### config.mk
export PLATFORM = sky130hd
export DESIGN_NAME = jtdd_irq_ctrl
export DESIGN_NICKNAME = d
export VERILOG_FILES = /design/src/rtl/jtdd_irq_ctrl.sv
export SDC_FILE = /design/constraint.sdc
export NUM_CORES = 1
export LEC_CHECK = 0
export CAP_MARGIN = 10
export CORE_MARGIN = 2
export CORE_UTILIZATION = 30
export CTS_CLUSTER_DIAMETER = 40
export DETAILED_ROUTE_END_ITERATION = 10
export PLACE_DENSITY = 0.72
export SYNTH_ARGS = -nofsm -noshare
export SYNTH_HDL_FRONTEND = slang
export SYNTH_SLANG_ARGS = --single-unit
### constraint.sdc
create_clock -name clk -period 1.28 [get_ports clk]
set_input_delay 0.192 -clock clk [delete_from_list [all_inputs] [get_ports clk]]
set_output_delay 0.192 -clock clk [all_outputs]
set_load 0.02 [all_outputs]
### src/rtl/jtdd_irq_ctrl.sv
// Interrupt controller for the DD-family main/sub CPUs: CH channels with edge/level mode,
// polarity, mask and software set/clear. Define JTDD_IRQ_MISSED_EN for missed-edge counters.
module jtdd_irq_ctrl #(
   parameter int            CH   = 4,
   parameter logic [CH-1:0] EDGE = {CH{1'b1}},
   parameter logic [CH-1:0] POL  = {CH{1'b1}}
)(
   input  logic          clk,
   input  logic          rst,
   input  logic          cen,
   input  logic [CH-1:0] src,
   input  logic          cs,
   input  logic          rnw,
   input  logic [2:0]    addr,
   input  logic [7:0]    din,
   output logic [7:0]    dout,
   output logic [CH-1:0] irq_n
);

   // Unimplemented channel bits read back as 1
   localparam logic [7:0] PAD = 8'hFF << CH;

   logic [CH-1:0] a, a_d, ev, pend, mask, clr_m, set_m;
   logic          wr;
   logic          unused_din;

   assign a          = src ~^ POL;
   assign ev         = a & ~a_d & EDGE;
   assign wr         = cs & ~rnw & cen;
   assign clr_m      = {CH{wr && addr == 3'd0}} & din[CH-1:0];
   assign set_m      = {CH{wr && addr == 3'd2}} & din[CH-1:0];
   assign irq_n      = ~(pend & mask);
   assign unused_din = ^din;

   // a_d resets to active so a source already active at release is not an edge
   always_ff @(posedge clk or posedge rst) begin
      if (rst) begin
         a_d  <= {CH{1'b1}};
         pend <= '0;
         mask <= {CH{1'b1}};
      end else begin
         a_d <= a;
         for (int i = 0; i < CH; i++) begin
            // An arriving edge beats a same-cycle software clear
            pend[i] <= EDGE[i] ? (ev[i] | set_m[i] | (pend[i] & ~clr_m[i])) : a[i];
         end
         if (wr && addr == 3'd1) mask <= din[CH-1:0];
      end
   end

`ifdef JTDD_IRQ_MISSED_EN
   logic [31:0] cnt_all;

   for (genvar i = 0; i < 8; i++) begin : g_cnt
      if (i < CH) begin : g_on
         logic [3:0] cnt;
         logic       inc, clr;
         assign inc = ev[i] & pend[i];
         assign clr = wr && addr == 3'(4 + i / 2);
         always_ff @(posedge clk or posedge rst) begin
            if (rst)                      cnt <= 4'd0;
            else if (clr)                 cnt <= {3'd0, inc};
            else if (inc && cnt != 4'hF)  cnt <= cnt + 4'd1;
         end
         assign cnt_all[4*i +: 4] = cnt;
      end else begin : g_off
         assign cnt_all[4*i +: 4] = 4'hF;
      end
   end
`endif

   always_comb begin
      dout = 8'hFF;
      case (addr)
         3'd0:    dout = PAD | 8'(pend);
         3'd1:    dout = PAD | 8'(mask);
         3'd2:    dout = PAD | 8'(pend & mask);
         3'd3:    dout = PAD | 8'(a);
`ifdef JTDD_IRQ_MISSED_EN
         default: dout = cnt_all[{addr[1:0], 3'b000} +: 8];
`else
         default: dout = 8'hFF;
`endif
      endcase
   end

endmodule

Yosys cells after proc, flatten, opt, wreduce, memory -nomap -nowiden
Cells that the tools add are included.
{"block": "word_totals", "reg_bits": 12, "input_bits": 20, "elab_cells": 37}
{"block": "op_classes", "eq_ne": 3, "n_mux": 1, "bitwise": 26, "reduce_logical": 4}
{"op": "$and A4 B4 Y4", "n": 5}
{"op": "$pmux W4 S4", "n": 1}
{"op": "$not A4 Y4", "n": 2}
{"op": "$or A1 B1 Y1", "n": 8}
{"op": "$and A1 B1 Y1", "n": 6}
{"op": "$eq A3 B2 Y1 const B", "n": 2}
{"op": "$not A1 Y1", "n": 5}
{"op": "$eq A3 B1 Y1 const B", "n": 1}
{"op": "$logic_and A1 B1 Y1", "n": 3}
{"op": "$logic_not A3 Y1", "n": 1}

Longest topological paths before layout
Gate-level depths: netlist of the first run.
{"block": "logic_depth", "word_depth": 8, "depth_mapped": 4}

Worst setup path before layout of the first run
OpenSTA, ideal clock, no wires.
{"block": "synth_timing", "path_kind": "register to output", "from": "register mask[3]", "to": "output dout[3]", "arrival_ns": 1.003, "t_required_ns": 1.088, "path_slack_ns": 0.085, "path_stages_with_launch": 4, "n_path_buf": 0, "path_cell_list": "dfstp_2 > mux2i_1 > a211oi_1 > or2_1"}
{"block": "synth_between", "elab_chain_cells": 2}
{"item": "start, declared", "line_no": "23", "rtl": "logic [CH-1:0] a, a_d, ev, pend, mask, clr_m, set_m;"}
{"item": "start signal, assigned", "line_no": "40", "rtl": "mask <= {CH{1'b1}};"}
{"item": "start signal, assigned", "line_no": "47", "rtl": "if (wr && addr == 3'd1) mask <= din[CH-1:0];"}
{"item": "$and A4 B4 Y4", "line_no": "77", "rtl": "3'd2: dout = PAD | 8'(pend & mask);"}
{"item": "$pmux W4 S4 (*)", "line_no": "74", "rtl": "case (addr)"}
{"item": "end, declared", "line_no": "16", "rtl": "output logic [7:0] dout,"}
Mark *: on every way between the ends. The rest lies on a longest branch, timed or not.

Worst setup path in the final report of the first run
Ends and elaborated chain as after synthesis.

==> results.json, run 1 <==
{
  "critical_path_arrival_ns": 1.35,
  "area_growth_pct": 64.1,
  "clk_path_buf_depth": 2,
  "place_area_um2": 1010,
  "nets": 123,
  "use_met3_pct": 2.59,
  "period_needed_ns": 1.54,
  "cp_max_fo": 3,
  "grt_overflow_total": 0,
  "wire_per_inst_um": 13.6,
  "crit_required_ns": 1.09,
  "timing.setup.tns_ns": -0.816,
  "yosys_register_bits": 12,
  "ant_nets": 0,
  "clock.fmax_ghz": 0.650,
  "syn_area_per_cell_um2": 11.4,
  "dr_total_vias": 616,
  "start_util_pct": 31.3,
  "finalWorstSetupSlack_ns": -0.259,
  "die-width_um": 51.8,
  "num_rows": 17,
  "met1_usage_pct": 17.2,
  "grt_usage_pct": 14.7,
  "postCtsHoldBufs": 0,
  "numPortBuffers": 23,
  "rsz0062_at_grt": "true",
  "finalClockSkew_ns": 0.0109,
  "htreeDepth": 1,
  "synthDistinctLibCells": 22,
  "worst_hold_path_type": "primary input to async pin",
  "grt_start_max_net_pins": 13,
  "antenna_found_initial": 0,
  "ys_seq_area_share_pct": 45.3,
  "grt_pass1_vias": 595,
  "postLayoutCellArea_um2": 1120,
  "synthesis.area_um2": 686,
  "die_h_um": 51.8,
  "die_area_um2": 2680,
  "hold_violations": 0,
  "numClockSinks": 12,
  "drtPass1Iterations": 2,
  "gp_congestion": 0.765,
  "root_buffer": "clkbuf_4",
  "min_period_over_period_pct": 120,
  "power_density_nw_per_um2": 1060,
  "grt.busiest_layer": "met2",
  "crit_family": "flip-flops",
  "status": "finished, violations left",
  "setup_violations": 7,
  "clk_latency_ns": 0.29,
  "cts_tree": "yes",
  "cap_violations": 0,
  "pre_cts_slack_ns": -0.883,
  "drv_slew": 0,
  "end_kind": "primary output",
  "drtIter0Drc": 3,
  "path_buf_inv": 1,
  "path_cells": "mux2i_1 -> a211oi_1 -> or2_1 -> buf_6",
  "post-route-drc-count": 0,
  "numCtsBuffers": 3,
  "ys_warn_count": 0,
  "via_per_inst": 4.74,
  "syn_inst": 60,
  "use_met2_pct": 24.1,
  "start_kind": "register",
  "crit_slowest_cell": "dfstp_2",
  "grt_pass1_wl_mm": 2.75,
  "leakage_uw": 0.000509,
  "ir_drop_v": 0.000470,
  "wl_mm": 1.77,
  "n_antenna_cell": 0,
  "core-area_um2": 2190,
  "path_class": "register to primary output",
  "crit_cells": 4,
  "clkTransAtPathRegs_ns": 0.09,
  "violations": "setup timing",
  "cp_slowest_stage_delay_ns": 0.56,
  "layout-drive-gt1-share_pct": 50.0,
  "reg2reg_depth": 5,
  "hpwl_mm": 1.26,
  "design.portCount": 32
}
==> worst register-to-register path, delay by kind of cell, from the launching register on <==
kind | cells | cell delay [ns]
mux | 1 | 0.25
buf+inv | 4 | 0.46
flops | 1 | 0.39
==> path summary, 6_finish.rpt <==
path / startpoint / end / slack (ns)
max: mask[3] / dout[3] / -0.26
min: rst / pend[0] / 0.21
max reg2reg: mask[3] / mask[3] / 0.12
min reg2reg: pend[0] / pend[0] / 0.57
max in group asynchronous: rst / a_d[1] / 0.71
min in group clk: src[3] / a_d[3] / 0.37
==> synth_stat cells <==
cell type	n	area, um^2
o21bai_1	3	22.5
nand3b_4	1	20.0
nor2_1	6	22.5
nor2b_1	4	25.0
a221o_1	3	30.0
and3b_4	1	12.5
xnor2_1	1	8.76
mux2_4	4	60.1
buf_4	4	30.0
or2_1	1	6.26
nor3b_1	1	7.51
conb_1	1	3.75
o22ai_1	3	18.8
dfrtp_1	4	100
a211oi_1	1	7.51
dfstp_2	8	210
mux2i_1	2	20.0
and4bb_4	1	16.3
buf_6	1	11.3
nand3b_1	4	30.0
inv_1	1	3.75
nand2_1	5	18.8
==> cell families (layout without fill, tap and decap cells) <==
group / count (synthesis) / after routing / synth area share, %
AOI/OAI and AO/OA: 10 / 10 / 11.5
other: 1 / 4 / 0.547
xor gates and xnor gates: 1 / 1 / 1.28
buffers and inverters: 6 / 45 / 6.57
muxes: 6 / 6 / 11.7
and+or+nand+nor: 24 / 24 / 23.2
DFF: 12 / 12 / 45.3
==> final cells by class <==
class	count	area, um^2
fillers	200	1070
multi-input cells	45	382
repair buffers	40	368
flip-flops and latches	12	310
well taps	28	35.0
clock buffers	4	26.3
inverters	1	3.75
==> cell usage in the layout, fill, tap and decap left out, drive strengths merged, types with 2 or more instances in the layout <==
cell type	instances
a221o	3
buf	25
clkbuf	5
clkdlybuf4s50	12
conb	4
dfrtp	4
dfstp	8
dlygate4sd2	2
mux2	4
mux2i	2
nand2	5
nand3b	5
nor2	6
nor2b	4
o21bai	3
o22ai	3
==> power breakdown <==
group	internal, uW	switching (uW)	total (uW)
combinational	283	187	470
clock	121	139	260
sequential	438	28.9	467
total	842	355	1200
==> registers in the layout, indices dropped and copies added, names as in the netlist <==
register	count
a_d	4
mask	4
pend	4
==> metal layers <==
metal / up-vias / wire (um)
met4: 0 / 51
met1: 299 / 733
met3: 4 / 114
li1: 289 / -
met2: 24 / 874
met5: - / 0
==> per-stage QoR <==
| stage | util (%) | std cells | hold slack, ns | total power, uW |
|---|---|---|---|---|
| after global routing | 51.3 | 130 | 0.238 | 1260 |
| after floorplan | - | 63 | 0.0510 | 643 |
| final | 51.3 | 130 | 0.213 | 1200 |
| after global placement | 46.1 | 121 | 0.524 | 828 |
| after CTS | 49.5 | 128 | 0.220 | 1160 |
| after detailed placement | 46.1 | 121 | 0.528 | 837 |
==> repair_timing <==
action | CTS | global route
buffers inserted | 3 | 5
pin swaps | 2 | 5
setup endpoints to repair | 15 | 8
hold endpoints to repair | 0 | 0
resized for setup | 56 | 10
Note: power is estimated with default switching activity, not from simulation.
==> inputs of run 2 (changes only) <==
- CAP_MARGIN: 10 -> 15
==> results of run 2 <==
Same layout as run 1: the final DEF is identical, and so are final timing and power.
==> inputs of run 3 (changes only) <==
==> constraint.sdc (replaced) <==
create_clock -name clk -period 1.28 [get_ports clk]
set_input_delay 0.256 -clock clk [delete_from_list [all_inputs] [get_ports clk]]
set_output_delay 0.256 -clock clk [all_outputs]
set_load 0.02 [all_outputs]
==> run 3 against run 2 <==
Effect of this change:
- critical path depth did not move
- fmax fell by 3.0%
- die area did not move
- clock power fell by 5%
- final area rose by 1.3%
- utilization rose by 0.69 points
- first-iteration DRC count rose by 67%
- critical endpoint unchanged
- the flow still finishes with violations (setup timing)
- highest routed layer unchanged
- worst hold slack improved by 0.072 ns
- wire length fell by 0.73%
- power fell by 0.90%
- clock-buffer cell count did not move
==> results.json, run 3 (synthesis results as in run 1) <==
{
  "grt_pass1_vias": 588,
  "r2r_setup_slack_ns": 0.12,
  "combinationalPowerShare_pct": 39.9,
  "clk_latency_ns": 0.28,
  "clk_path_buf_depth": 2,
  "multi_input_area_um2": 375,
  "num_rows": 17,
  "drtIter0Drc": 5,
  "start_util_pct": 31.3,
  "core-area_um2": 2190,
  "violations": "setup timing",
  "via_per_inst": 4.66,
  "period_needed_ns": 1.59,
  "numPortBuffers": 23,
  "largest_registers": "a_d x4, mask x4, pend x4",
  "finalClockSkew_ns": 0.00950,
  "mostFrequentLayoutCells": "17 x buf_4, 10 x buf_6, 9 x clkdlybuf4s50_1",
  "grt_pass1_wl_mm": 2.73,
  "seqCellArea_um2": 310,
  "grt_start_max_net_pins": 13,
  "htreeDepth": 1,
  "internal_power_uw": 845,
  "layout-drive-gt1-share_pct": 51.0,
  "end_kind": "primary output",
  "antenna_found_initial": 0,
  "start_kind": "register",
  "crit_required_ns": 1.02,
  "cts_tree": "yes",
  "layout_commonest_cell": "buf_4",
  "cap_violations": 0,
  "numCtsBuffers": 3,
  "numClockSinks": 12,
  "die_h_um": 51.8,
  "wire_per_inst_um": 13.3,
  "die_area_um2": 2680,
  "crit_end": "dout[3]",
  "path_class": "register to primary output",
  "gp_congestion": 0.765,
  "crit_cells": 4,
  "path_buf_inv": 1,
  "startpoint": "mask[3]",
  "postCtsHoldBufs": 0,
  "ant_nets": 0,
  "p_switching_uw": 341,
  "root_buffer": "clkbuf_4",
  "dr_total_vias": 615,
  "pwr-share-seq_pct": 39.3,
  "clkPwrFrac_pct": 20.8,
  "n_antenna_cell": 0,
  "power_density_nw_per_um2": 1040,
  "cp_max_fo": 3,
  "min_period_over_period_pct": 124,
  "grt_usage_pct": 14.5,
  "reg2reg_depth": 5,
  "r2r_start": "mask[3]",
  "ir_drop_v": 0.000486,
  "post-route-drc-count": 0,
  "crit_slowest_cell": "dfstp_2",
  "finalWorstSetupSlack_ns": -0.307,
  "clkTransAtPathRegs_ns": 0.08,
  "hold_violations": 0,
  "timing.setup.tns_ns": -1.21,
  "swShare_pct": 28.8,
  "status": "finished, violations left",
  "area_growth_pct": 66.2,
  "setup_violations": 8,
  "path_cells": "mux2i_1 -> a211oi_1 -> or2_1 -> buf_6",
  "critical_path_arrival_ns": 1.33,
  "fillers": 201,
  "cp_slowest_stage_delay_ns": 0.56,
  "leakage_uw": 0.000535,
  "design.portCount": 32,
  "worst_hold_path_type": "primary input to async pin",
  "drv_slew": 0,
  "die-width_um": 51.8,
  "crit_family": "flip-flops",
  "clock.fmax_ghz": 0.630,
  "worstReg2RegEnd": "mask[3]",
  "power.total_uw": 1190,
  "nets": 125,
  "hpwl_mm": 1.26,
  "grt_overflow_total": 0,
  "rsz0062_at_grt": "true",
  "drtPass1Iterations": 4,
  "wl_mm": 1.76
}
run 3: cell types whose count changed in the layout (fill, tap and decap cells not counted), sizes merged:
| cell | delta |
|---|---|
| buf | +3 |
| dlymetal6s2s | +2 |
| clkbuf | -1 |
| clkdlybuf4s15 | +1 |
| clkdlybuf4s50 | -3 |
run 3: layout make-up:
type | instances | area share [%]
tap | 28 | 3.07
sequential | 12 | 27.2
clock buffer | 4 | 2.31
inverter | 1 | 0.329
timing repair buffer | 42 | 34.1
multi-input combinational | 45 | 32.9
run 3: what timing repair did:
item	in CTS	in global routing
endpoints found under the setup margin	15	15
resized for setup	63	9
endpoints found under the hold margin	0	0
setup buffers	4	6
pin swaps	6	5
run 3: power by group through the flow:
stage               registers (uW)  clock network [uW]  logic (uW)
floorplan                      463                   0         180
global placement               464                   0         364
detailed placement             467                   0         370
CTS                            464                 269         433
global route                   469                 281         502
finish                         466                 246         474
run 3: worst min path at each step:
stage	from	endpoint	slack, ns	cells past startpoint
after global placement	pend[2]	pend[2]	0.52	1
final	rst	pend[0]	0.29	2
after global routing	rst	pend[0]	0.31	2
after detailed placement	pend[0]	pend[0]	0.53	1
after floorplan	rst	pend[0]	0.11	1
after CTS	rst	pend[0]	0.28	2
run 3: layer usage:
| metal | share of wire (%) | global-route usage, % |
|---|---|---|
| met5 | 0 | 0 |
| met4 | 2.3 | 9.21 |
| met3 | 6.6 | 2.59 |
| met2 | 51 | 24.6 |
| met1 | 40 | 16.7 |
run 3: through the flow:
step / instances / utilization (%) / area, um^2 / hold WS, ns / setup WS, ns
2_1_floorplan: 63 / - / 697 / 0.115 / 0.0134
3_3_place_gp: 121 / 46.1 / 1010 / 0.524 / -0.943
3_5_place_dp: 121 / 46.1 / 1010 / 0.529 / -1.01
4_1_cts: 129 / 49.7 / 1090 / 0.284 / -0.328
5_1_grt: 132 / 52.0 / 1140 / 0.306 / -0.343
6_report: 132 / 52.0 / 1140 / 0.285 / -0.307
